===== config.mk =====
export PLATFORM = sky130hd
export DESIGN_NAME = store_write_buffer
export DESIGN_NICKNAME = d
export VERILOG_FILES = /design/src/rtl/store_pkg.sv /design/src/rtl/store_lane_fmt.sv /design/src/rtl/store_write_buffer.sv
export SDC_FILE = /design/constraint.sdc
export NUM_CORES = 1
export LEC_CHECK = 0
export ABC_AREA = 1
export BUFFER_PORTS_ARGS = -buffer_cell sky130_fd_sc_hd__buf_4
export CAP_MARGIN = 20
export CORE_MARGIN = 2
export CORE_UTILIZATION = 55
export CTS_BUF_LIST = sky130_fd_sc_hd__clkbuf_16
export CTS_CLUSTER_DIAMETER = 40
export DETAILED_ROUTE_END_ITERATION = 7
export GPL_TIMING_DRIVEN = 0
export PLACE_DENSITY = 0.81
export SLEW_MARGIN = 15
export SYNTH_ARGS = -nofsm -noshare
export SYNTH_HDL_FRONTEND = slang
export SYNTH_SLANG_ARGS = --single-unit

===== constraint.sdc =====
create_clock -name clk -period 6.46 [get_ports clk]
set_input_delay 0.646 -clock clk [delete_from_list [all_inputs] [get_ports clk]]
set_output_delay 0.646 -clock clk [all_outputs]
set_load 0.02 [all_outputs]

===== src/rtl/store_pkg.sv =====
// Shared opcodes, lane widths and byte-enable formatting for the store path.
package store_pkg;

  localparam logic [5:0] OP_SB = 6'b101000;
  localparam logic [5:0] OP_SH = 6'b101001;
  localparam logic [5:0] OP_SW = 6'b101011;

  localparam int WORD_W = 32;
  localparam int BE_W   = 4;

  // Little-endian byte enables for a store of the given opcode at byte offset lo.
  function automatic logic [BE_W-1:0] fmt_be(input logic [5:0] op, input logic [1:0] lo);
    logic [BE_W-1:0] be;
    be = '0;
    case (op)
      OP_SB:   be = 4'b0001 << lo;
      OP_SH:   be = lo[1] ? 4'b1100 : 4'b0011;
      OP_SW:   be = 4'b1111;
      default: be = '0;
    endcase
    return be;
  endfunction

endpackage


===== src/rtl/store_lane_fmt.sv =====
// Places SB/SH/SW data onto the 32-bit memory lanes and flags misaligned or unknown stores.
module store_lane_fmt
  import store_pkg::*;
#(
  parameter bit BIG_ENDIAN = 1'b0
) (
  input  logic [5:0]        op,
  input  logic [1:0]        addr_lo,
  input  logic [WORD_W-1:0] data,
  output logic [WORD_W-1:0] wdata,
  output logic [BE_W-1:0]   be,
  output logic              misaligned,
  output logic              known_op
);

  logic [BE_W-1:0] be_le;

  // Replicate the low bytes of rt across the lanes; truncation only, never sign extension.
  always_comb begin
    wdata      = '0;
    misaligned = 1'b0;
    known_op   = 1'b0;
    case (op)
      OP_SB: begin
        known_op = 1'b1;
        wdata    = {4{data[7:0]}};
      end
      OP_SH: begin
        known_op   = 1'b1;
        wdata      = {2{data[15:0]}};
        misaligned = addr_lo[0];
      end
      OP_SW: begin
        known_op   = 1'b1;
        wdata      = data;
        misaligned = |addr_lo;
      end
      default: ;
    endcase
    be_le = fmt_be(op, addr_lo);
  end

  // Big-endian memories see byte 0 on the top lane, so the enable vector is mirrored.
  generate
    if (BIG_ENDIAN) begin : g_be
      assign be = {be_le[0], be_le[1], be_le[2], be_le[3]};
    end else begin : g_le
      assign be = be_le;
    end
  endgenerate

endmodule


===== src/rtl/store_write_buffer.sv =====
// Store stage write buffer: formats stores, traps misalignment, queues DEPTH entries toward data memory
// and reports loads that hit a pending store word.
module store_write_buffer
  import store_pkg::*;
#(
  parameter int ADDR_W     = 32,
  parameter int DEPTH      = 4,
  parameter bit BIG_ENDIAN = 1'b0
) (
  input  logic              clk,
  input  logic              rst_n,
  input  logic              st_valid,
  output logic              st_ready,
  input  logic [5:0]        st_op,
  input  logic [ADDR_W-1:0] st_addr,
  input  logic [WORD_W-1:0] st_data,
  output logic              mem_valid,
  input  logic              mem_ready,
  output logic [ADDR_W-1:0] mem_addr,
  output logic [WORD_W-1:0] mem_wdata,
  output logic [BE_W-1:0]   mem_be,
  output logic              misalign,
  input  logic [ADDR_W-1:0] ld_addr,
  output logic              ld_conflict,
  output logic              empty
);

  localparam int PW = $clog2(DEPTH);
  localparam logic [PW:0] FULL_CNT = (PW+1)'(DEPTH);

  logic [ADDR_W-3:0] e_addr [DEPTH];
  logic [WORD_W-1:0] e_data [DEPTH];
  logic [BE_W-1:0]   e_be   [DEPTH];
  logic [DEPTH-1:0]  e_vld;

  logic [PW-1:0] wr_ptr, rd_ptr;
  logic [PW:0]   count;

  logic [WORD_W-1:0] f_wdata;
  logic [BE_W-1:0]   f_be;
  logic              f_mis, f_known;
  logic              accept, enq, deq;
  logic              unused_ld_lo;

  store_lane_fmt #(.BIG_ENDIAN(BIG_ENDIAN)) u_fmt (
    .op         (st_op),
    .addr_lo    (st_addr[1:0]),
    .data       (st_data),
    .wdata      (f_wdata),
    .be         (f_be),
    .misaligned (f_mis),
    .known_op   (f_known)
  );

  assign empty     = (count == '0);
  assign st_ready  = (count != FULL_CNT);
  assign mem_valid = !empty;
  assign accept    = st_valid & st_ready;
  assign enq       = accept & f_known & !f_mis;
  assign deq       = mem_valid & mem_ready;

  assign mem_addr  = {e_addr[rd_ptr], 2'b00};
  assign mem_wdata = e_data[rd_ptr];
  assign mem_be    = e_be[rd_ptr];

  assign unused_ld_lo = ^ld_addr[1:0];

  // Pointer/count bookkeeping; a simultaneous enqueue and dequeue leaves count unchanged.
  always_ff @(posedge clk or negedge rst_n) begin
    if (!rst_n) begin
      wr_ptr <= '0;
      rd_ptr <= '0;
      count  <= '0;
    end else begin
      if (enq) wr_ptr <= wr_ptr + PW'(1);
      if (deq) rd_ptr <= rd_ptr + PW'(1);
      case ({enq, deq})
        2'b10:   count <= count + 1'b1;
        2'b01:   count <= count - 1'b1;
        default: count <= count;
      endcase
    end
  end

  // Entry storage; cleared on reset so the head reads zero, valid bits track occupancy for ld_conflict.
  always_ff @(posedge clk or negedge rst_n) begin
    if (!rst_n) begin
      for (int i = 0; i < DEPTH; i++) begin
        e_addr[i] <= '0;
        e_data[i] <= '0;
        e_be[i]   <= '0;
      end
      e_vld <= '0;
    end else begin
      if (deq) e_vld[rd_ptr] <= 1'b0;
      if (enq) begin
        e_addr[wr_ptr] <= st_addr[ADDR_W-1:2];
        e_data[wr_ptr] <= f_wdata;
        e_be[wr_ptr]   <= f_be;
        e_vld[wr_ptr]  <= 1'b1;
      end
    end
  end

  // One-cycle misalign pulse for the request accepted on the previous edge.
  always_ff @(posedge clk or negedge rst_n) begin
    if (!rst_n) misalign <= 1'b0;
    else        misalign <= accept & f_known & f_mis;
  end

  // Word-address match against every occupied entry, including the one leaving this cycle.
  always_comb begin
    ld_conflict = 1'b0;
    for (int i = 0; i < DEPTH; i++) begin
      if (e_vld[i] && (e_addr[i] == ld_addr[ADDR_W-1:2])) ld_conflict = 1'b1;
    end
  end

endmodule

==> key figures, run 1 <==
Synth
  • Distinct cell type count after synthesis: 28
  • Ys Warns: 0
  • Sequential share of the synthesized area: 44.5%
  • Yosys top cell by area: dfrtp_1
  • Gate Count Post-Synth: 2,251
  • Fraction of registers with async set/reset: 100%
  • Post-synthesis area per instance: 6.90 µm²
  • Dominant cell by count in the synthesized netlist: nand2_1
  • Area of the mapped netlist: 15,500 µm²
  • Post-synth EDFFs: 0
  • Commonest cells in the netlist: nand2_1, nand3_1, dfrtp_1
  • Yosys top cell area share: 44.5%
  • Seq cells post-synth: 276
  • Largest cells by area after synthesis: dfrtp_1, nand2_1, nand3_1
  • Ys flop type: dfrtp_1

Clock tree
  • Post-CTS Setup Repair Bufs: 0
  • Clock transition at path regs: 60 ps
  • Root Buffer: clkbuf_16
  • Post-CTS Resized: 0
  • Cts bufs inserted: 40
  • Clk buf depth: 3
  • Worst skew pair latency: 530 ps
  • Number of H-tree levels: 2
  • Clk sinks: 276
  • Hold buffers post-CTS: 0
  • CTS tree: built

Critical path
  • CP startpoint: rd_ptr[1]
  • Crit path max fanout: 11
  • Worst reg-to-reg path cell count: 7
  • Startpoint class of the critical path: register
  • Crit end category: output port
  • Setup CP Type: reg2out
  • Reg2reg start: rd_ptr[1]
  • Arrival time at the worst endpoint: 3590 ps
  • CP required: 5810 ps

Finish
  • Diodes inserted: 0
  • Area Growth Syn to Fin: 20.0%
  • Fin util: 67.1%
  • Layout Nets: 2,585
  • Post-Layout Cell Count: 2,876
  • # fillers: 2,378
  • Layout cell share with drive strength beyond 1: 12.3%

Die
  • Die width: 172 µm
  • DIE AREA: 29,600 µm²
  • Die height: 172 µm
  • Core Region: 27,800 µm²
  • I/O pins: 179
  • Starting density of the core: 55.9%
  • Core Rows: 61

Timing
  • Max Slew Vio Count: 0
  • Hold_ws: 89.2 ps
  • Achievable frequency: 236 MHz
  • Final Skew: 16.0 ps
  • Final setup vio count: 0
  • Tmin final: 4240 ps
  • Worst Tran Pin Value: 1200 ps
  • Fin. Hold Viols: 0
  • Unrepaired setup endpoints after global routing: false
  • Rel. slew slack: 19.8%
  • Setup tns final: 0 ps
  • Crit share post-route: 65.6%

Pwr
  • Leak: 10.1 nW
  • Total Power: 7.92 mW
  • Maximum VDD drop: 0.000311 V
  • Power per cell area: 425 nW/µm²

Global routing
  • First-pass GRT wire length: 97,500 µm
  • Pin count of the biggest net entering global routing: 103
  • GRT overflow: 0
  • Initial antenna violation count: 2
  • Vias in the first global route: 16,300
  • Total GRT Usage: 44.8%

Route
  • Vias per Instance: 5.98
  • DR DRC count: 0
  • Final ANT Viol Nets: 0
  • Vias post-DR: 17,200
  • Final wirelength: 66,000 µm
  • Detailed-route wire length per cell: 22.9 µm
  • First DRT Iteration DRCs: 2,515
  • Drt first pass iters: 6

Run
  • Maximum capacitance violations: 0

Hold path
  • Hold Path Class: in2async

Placed design
  • Placed cells: 2,805
  • Hpwl dp: 47,800 µm
  • PortBufs: 173
  • RePlAce Congestion: 1.03

Outcome
  • Outcome: finished, final reports clean
## worst max-delay path, stage by stage (launching register included)
cell,delay [ps]
dfrtp_1,390
clkbuf_1,320
clkinv_1,350
clkbuf_1,580
clkbuf_1,590
o21ai_0,190
o22ai_1,390
buf_4,230
## final cells by class
cell class | count | area [µm²] | share of cell area (%)
buffer | 134 | 757 | 4.06
clock buffer | 41 | 1030 | 5.51
clock inverter | 30 | 244 | 1.31
inverter | 149 | 559 | 3.00
multi-input combinational | 1693 | 7310 | 39.2
sequential | 276 | 6910 | 37.1
tap | 378 | 473 | 2.54
timing repair buffer | 175 | 1360 | 7.30
## registers in the layout, indices dropped and copies added (netlist names)
name,count
e_be,16
e_data,128
rd_ptr,2
e_vld,4
e_addr,120
wr_ptr,2
misalign,1
count,3
## stage by stage
step | area [µm²] | setup WS [ps]
after floorplan | 15500 | 3650
after global placement | 17300 | 2390
after detailed placement | 17400 | 2980
after CTS | 18600 | 2450
after global routing | 18600 | 2200
final | 18600 | 2220
## cell families (layout without fill, tap and decap cells)
logic type	count (synthesis)	in the layout	synth area share, %
AO/OA/AOI/OAI	269	269	9.12
XOR/XNOR	13	13	0.733
adder cells (fa/ha/maj)	10	10	0.854
buffers and inverters	283	529	8.48
flip-flops	276	276	44.5
other	1	2	0.0241
AND/OR/NAND/NOR	1399	1399	36.3
## worst paths after layout
path                               end  slack [ps]
setup / recovery             mem_be[2]        2220
hold / removal              e_addr[42]          90
setup reg to reg             rd_ptr[1]        3450
hold reg to reg             e_data[64]         460
max in group asynchronous  e_data[103]        4920
min in group clk            e_addr[32]         380
## cell usage in the layout, fill, tap and decap left out, drive strengths merged
cell type,instances
a21oi,52
buf,241
bufinv,3
clkbuf,109
clkinv,17
clkinvlp,1
conb,2
dfrtp,276
fa,1
ha,9
inv,158
nand2,921
nand3,282
nand4,1
nor2,191
nor3,4
o21ai,171
o22ai,45
o31ai,1
xnor2,9
xor2,4
## per-layer routing
layer / global-route usage [%] / routed length, µm
met5: 0 / 13
met4: 30.9 / 5210
met3: 8.72 / 7180
met2: 69.9 / 29600
met1: 56.4 / 24000
## power by group
| group | switching [mW] | leakage, nW | internal, mW |
|---|---|---|---|
| logic | 2.52 | 5.65 | 1.02 |
| clock network | 0.845 | 0.650 | 1.28 |
| registers | 0.283 | 3.79 | 1.98 |
No activity file was read; power rests on OpenSTA's default activity.
==> inputs of run 2 (changes only) <==
--- a/config.mk
+++ b/config.mk
@@ -9,12 +9,12 @@
 export BUFFER_PORTS_ARGS = -buffer_cell sky130_fd_sc_hd__buf_4
 export CAP_MARGIN = 20
 export CORE_MARGIN = 2
-export CORE_UTILIZATION = 55
+export CORE_UTILIZATION = 54
 export CTS_BUF_LIST = sky130_fd_sc_hd__clkbuf_16
 export CTS_CLUSTER_DIAMETER = 40
 export DETAILED_ROUTE_END_ITERATION = 7
 export GPL_TIMING_DRIVEN = 0
-export PLACE_DENSITY = 0.81
+export PLACE_DENSITY = 0.83
 export SLEW_MARGIN = 15
 export SYNTH_ARGS = -nofsm -noshare
 export SYNTH_HDL_FRONTEND = slang
==> constraint.sdc (replaced) <==
create_clock -name clk -period 3.45 [get_ports clk]
set_input_delay 0.345 -clock clk [delete_from_list [all_inputs] [get_ports clk]]
set_output_delay 0.345 -clock clk [all_outputs]
set_load 0.02 [all_outputs]
==> key figures, run 2 (synthesized netlist as in run 1, its figures left out) <==
Outcome
  • Outcome: complete, but fails checks
  • Failing checks: setup timing

Clock tree
  • CTS tree: built
  • Cts bufs inserted: 43
  • Clk buf depth: 3
  • Root Buffer: clkbuf_16
  • Worst skew pair latency: 560 ps
  • Number of H-tree levels: 2
  • Clock transition at path regs: 60 ps
  • Post-CTS Setup Repair Bufs: 0
  • Clk sinks: 276

Critical path
  • Setup CP Type: reg2out
  • Crit end category: output port
  • Most common cell on crit path: clkbuf_1
  • Worst reg-to-reg path cell count: 14
  • Reg2reg setup slack: 820 ps
  • WP buf/inv: 3
  • Slowest cell on crit path: clkbuf_1
  • Reg2reg start: count[1]
  • Crit path max fanout: 10
  • CP top delay family: buffers and inverters
  • Reg2reg end: count[2]
  • Startpoint class of the critical path: register
  • Crit-path cells: clkbuf_1 > clkbuf_1 > nor2_1 > o21ai_0 > buf_4
  • Max incr delay on CP: 630 ps
  • CP required: 3110 ps
  • Arrival time at the worst endpoint: 3150 ps

Timing
  • Crit share post-route: 101%
  • Hold_ws: 54.0 ps
  • Max Slew Vio Count: 0
  • Final Skew: 20.8 ps
  • Rel. slew slack: 30.0%
  • Unrepaired setup endpoints after global routing: false
  • Tmin final: 3490 ps
  • Achievable frequency: 286 MHz
  • Final setup vio count: 1
  • Fin. Hold Viols: 0
  • Worst Tran Pin Value: 1050 ps
  • Final worst slack: -42.3 ps
  • Setup tns final: -42.3 ps

Finish
  • Diodes inserted: 0
  • Commonest non-fill, non-tap cell in the layout: nand2_1
  • Post-Layout Cell Count: 2,889
  • Largest register FFs: 128
  • Layout cell share with drive strength beyond 1: 12.9%
  • Regs by FF count: e_data: 128 flops, e_addr: 120 flops, e_be: 16 flops
  • Register area: 6910 µm²
  • Final Instance Area: 18,800 µm²
  • Layout Nets: 2,589
  • Area Growth Syn to Fin: 21.1%
  • Register name with the most flops: e_data
  • Commonest non-fill, non-tap cells in the layout: nand2_1, nand3_1, dfrtp_1
  • # fillers: 2,551
  • Area of the multi-input gates: 7310 µm²

Hold path
  • Hold Path Class: in2reg
  • Min-Delay Path Depth: 3
  • Worst Min Path Start: st_addr[28]
  • Hold path endpoint: e_addr[26]

Run
  • Maximum capacitance violations: 0

Placed design
  • Placed cells: 2,811
  • PortBufs: 173
  • RePlAce Congestion: 1.05
  • Hpwl dp: 45,700 µm
  • Post-placement cell area: 17,400 µm²

Die
  • I/O pins: 179
  • DIE AREA: 30,100 µm²
  • Die height: 174 µm
  • Core Rows: 62
  • Die width: 174 µm
  • Core Region: 28,500 µm²
  • Starting density of the core: 54.4%

Pwr
  • Total Power: 15.1 mW
  • Maximum VDD drop: 0.000499 V
  • Leak: 10.2 nW
  • Power per cell area: 802 nW/µm²

Global routing
  • Initial antenna violation count: 0
  • Vias in the first global route: 16,300
  • GRT overflow: 0
  • Pin count of the biggest net entering global routing: 107
  • First-pass GRT wire length: 95,600 µm
  • Total GRT Usage: 41.7%

Route
  • Vias post-DR: 17,100
  • Vias per Instance: 5.92
  • First DRT Iteration DRCs: 2,470
  • Final ANT Viol Nets: 0
  • Detailed-route wire length per cell: 22.0 µm
  • DR DRC count: 0
  • Final wirelength: 63,400 µm
  • Drt first pass iters: 6
[run 2: worst reg2reg max path: stages, from the launching register on]
cell,delay (ps)
dfrtp_1,420
nor3_1,190
inv_1,140
nand2_1,110
nor2_2,50
buf_6,180
buf_6,170
buf_4,190
inv_1,60
ha_1,140
inv_1,70
fa_1,380
a21oi_1,140
o21ai_0,110
xor2_1,160
[run 2: final cells by class]
| cell class | instances | area share (%) |
|---|---|---|
| multi-input cells | 1693 | 38.9 |
| plain buffers | 134 | 4.08 |
| repair buffers | 176 | 7.29 |
| well taps | 384 | 2.55 |
| clock buffers | 43 | 5.72 |
| inverters | 149 | 2.98 |
| clock inverters | 34 | 1.79 |
| flip-flops and latches | 276 | 36.7 |
[run 2: stage by stage]
step                util [%]  setup slack [ps]
floorplan                  -               938
global placement        60.6              -331
detailed placement      60.9               233
CTS                     65.9              15.8
global route            65.9              44.3
finish                  65.9             -42.3
[run 2: repair_timing]
item                                   CTS  global route
resized for setup                        4            13
hold buffers                             1             0
setup endpoints to repair               18            25
cloned                                   0             0
endpoints found under the hold margin   78             0
[run 2: metal layers]
| layer | routed length (µm) | up-vias | track usage [%] |
|---|---|---|---|
| li1 | - | 7589 | - |
| met1 | 23100 | 7968 | 51.9 |
| met2 | 28900 | 1284 | 67.0 |
| met3 | 7170 | 258 | 9.63 |
| met4 | 4250 | 0 | 24.2 |
| met5 | 0 | - | 0 |
[run 2: worst max path at each step]
stage               cells past startpoint          end       from
global placement                        1  e_data[101]      rst_n
CTS                                     7  mem_addr[4]  rd_ptr[0]
global route                            7  mem_addr[5]  rd_ptr[0]
floorplan                              16     count[2]   st_op[2]
detailed placement                     17     count[2]   st_op[4]
finish                                  5  mem_addr[4]  rd_ptr[0]
[run 2: report_power, final]
part / switching (mW) / total, mW / internal, mW
clock network: 1.70 / 4.30 / 2.60
logic: 4.62 / 6.54 / 1.92
registers: 0.545 / 4.24 / 3.70
total: 6.86 / 15.1 / 8.22
==> inputs of run 3 (changes only) <==
--- a/config.mk
+++ b/config.mk
@@ -15,6 +15,7 @@
 export DETAILED_ROUTE_END_ITERATION = 7
 export GPL_TIMING_DRIVEN = 0
 export PLACE_DENSITY = 0.83
+export REMOVE_ABC_BUFFERS = 1
 export SLEW_MARGIN = 15
 export SYNTH_ARGS = -nofsm -noshare
 export SYNTH_HDL_FRONTEND = slang
==> constraint.sdc (replaced) <==
create_clock -name clk -period 3.45 [get_ports clk]
set_input_delay 0.345 -clock clk [delete_from_list [all_inputs] [get_ports clk]]
set_output_delay 0.345 -clock clk [all_outputs]
set_load 0.1 [all_outputs]
==> key figures, run 3 (synthesized netlist as in run 1, its figures left out) <==
Route
  • First DRT Iteration DRCs: 1,988
  • Drt first pass iters: 6
  • Vias post-DR: 15,900
  • Final ANT Viol Nets: 0
  • Final wirelength: 50,400 µm
  • Vias per Instance: 5.74
  • DR DRC count: 0
  • Detailed-route wire length per cell: 18.2 µm

Die
  • DIE AREA: 30,100 µm²
  • Die height: 174 µm
  • Core Rows: 62
  • Die width: 174 µm
  • Starting density of the core: 54.4%
  • Core Region: 28,500 µm²
  • I/O pins: 179

Global routing
  • GRT overflow: 0
  • Vias in the first global route: 15,200
  • Total GRT Usage: 33.1%
  • First-pass GRT wire length: 79,700 µm
  • Initial antenna violation count: 2
  • Pin count of the biggest net entering global routing: 106

Clock tree
  • Cts bufs inserted: 42
  • Number of H-tree levels: 2
  • Root Buffer: clkbuf_16
  • Clock transition at path regs: 60 ps
  • Clk sinks: 276
  • CTS tree: built
  • Clk buf depth: 3
  • Post-CTS Setup Repair Bufs: 0
  • Worst skew pair latency: 540 ps

Hold path
  • Hold Path Class: in2reg
  • Min-Delay Path Depth: 3
  • Worst Min Path Start: st_addr[26]
  • Hold path endpoint: e_addr[54]

Critical path
  • CP required: 3110 ps
  • Crit end category: output port
  • Setup CP Type: reg2out
  • Startpoint class of the critical path: register
  • Reg2reg start: count[2]
  • Reg2reg setup slack: 610 ps
  • Arrival time at the worst endpoint: 3010 ps
  • Worst reg-to-reg path cell count: 11
  • Crit path max fanout: 97
  • Reg2reg end: e_addr[94]

Timing
  • Crit share post-route: 97.3%
  • Achievable frequency: 298 MHz
  • Worst Tran Pin Value: 852 ps
  • Setup tns final: 0 ps
  • Final Skew: 15.6 ps
  • Unrepaired setup endpoints after global routing: false
  • Fin. Hold Viols: 0
  • Rel. slew slack: 43.0%
  • Tmin final: 3360 ps
  • Max Slew Vio Count: 0
  • Final setup vio count: 0

Finish
  • Layout Nets: 2,475
  • Area Growth Syn to Fin: 19.9%
  • Layout cell share with drive strength beyond 1: 12.2%
  • Largest register FFs: 128
  • Fin util: 65.2%
  • Regs by FF count: e_data: 128 flops, e_addr: 120 flops, e_be: 16 flops
  • Commonest non-fill, non-tap cells in the layout: nand2_1, nand3_1, dfrtp_1
  • Register name with the most flops: e_data
  • Commonest non-fill, non-tap cell in the layout: nand2_1

Outcome
  • Outcome: finished, final reports clean

Placed design
  • PortBufs: 174
  • RePlAce Congestion: 0.940
  • Hpwl dp: 31,400 µm

Run
  • Maximum capacitance violations: 0

Pwr
  • Leak: 10.0 nW
  • Power per cell area: 954 nW/µm²
  • Maximum VDD drop: 0.000890 V
[run 3: cell type report]
cell class,count,area [µm²]
Clock buffer,43,1080
Antenna cell,1,2.50
Inverter,149,579
Timing Repair Buffer,197,1810
Multi-Input combinational cell,1693,7390
Sequential cell,276,6910
Tap cell,384,480
Fill cell,2434,9930
Clock inverter,34,360
[run 3: worst max-delay path, stage by stage, from the launching register on]
cell	delay [ps]
dfrtp_4	750
inv_8	550
buf_16	320
o21ai_0	150
o22ai_1	300
buf_4	360
[run 3: worst max path at each step]
stage / to / cells after the start / startpoint
2_1_floorplan: e_data[23] / 8 / count[2]
3_3_place_gp: e_addr[14] / 11 / st_op[2]
3_5_place_dp: e_addr[95] / 14 / st_op[4]
4_1_cts: mem_wdata[6] / 5 / rd_ptr[0]
5_1_grt: mem_wdata[6] / 5 / rd_ptr[0]
6_report: mem_wdata[6] / 5 / rd_ptr[0]
[run 3: layer usage]
metal  track usage [%]  vias to the layer above  wire length [µm]
met5                 0                        -                18
met4              14.9                        2              2240
met3              6.67                      172              5950
met2              52.8                      994             23100
met1              44.0                     7399             19100
li1                  -                     7377                 -
[run 3: timing repair]
action                                 CTS  global route
endpoints found under the hold margin   95             0
setup endpoints to repair                1            10
hold buffers                             1             0
gates resized for setup                  1             1
pin swaps                                0             0
[run 3: power breakdown]
part / internal [mW] / leakage, nW / switching (mW)
registers: 3.70 / 3.79 / 0.645
logic: 2.01 / 5.54 / 7.06
clock network: 2.64 / 0.686 / 1.71
total: 8.35 / 10.0 / 9.41
[run 3: stage by stage]
stage / hold slack, ps / total power [mW] / instance area (µm²) / worst slack (ps) / std cells
after floorplan: 49.4 / 10.7 / 14800 / -6280 / 2118
after global placement: 448 / 13.0 / 16600 / -11880 / 2676
after detailed placement: 431 / 13.3 / 17200 / 348 / 2698
after CTS: 62.0 / 17.7 / 18600 / 59.6 / 2776
after global routing: 74.8 / 18.4 / 18600 / 55.1 / 2776
final: 66.5 / 17.8 / 18600 / 91.8 / 2777
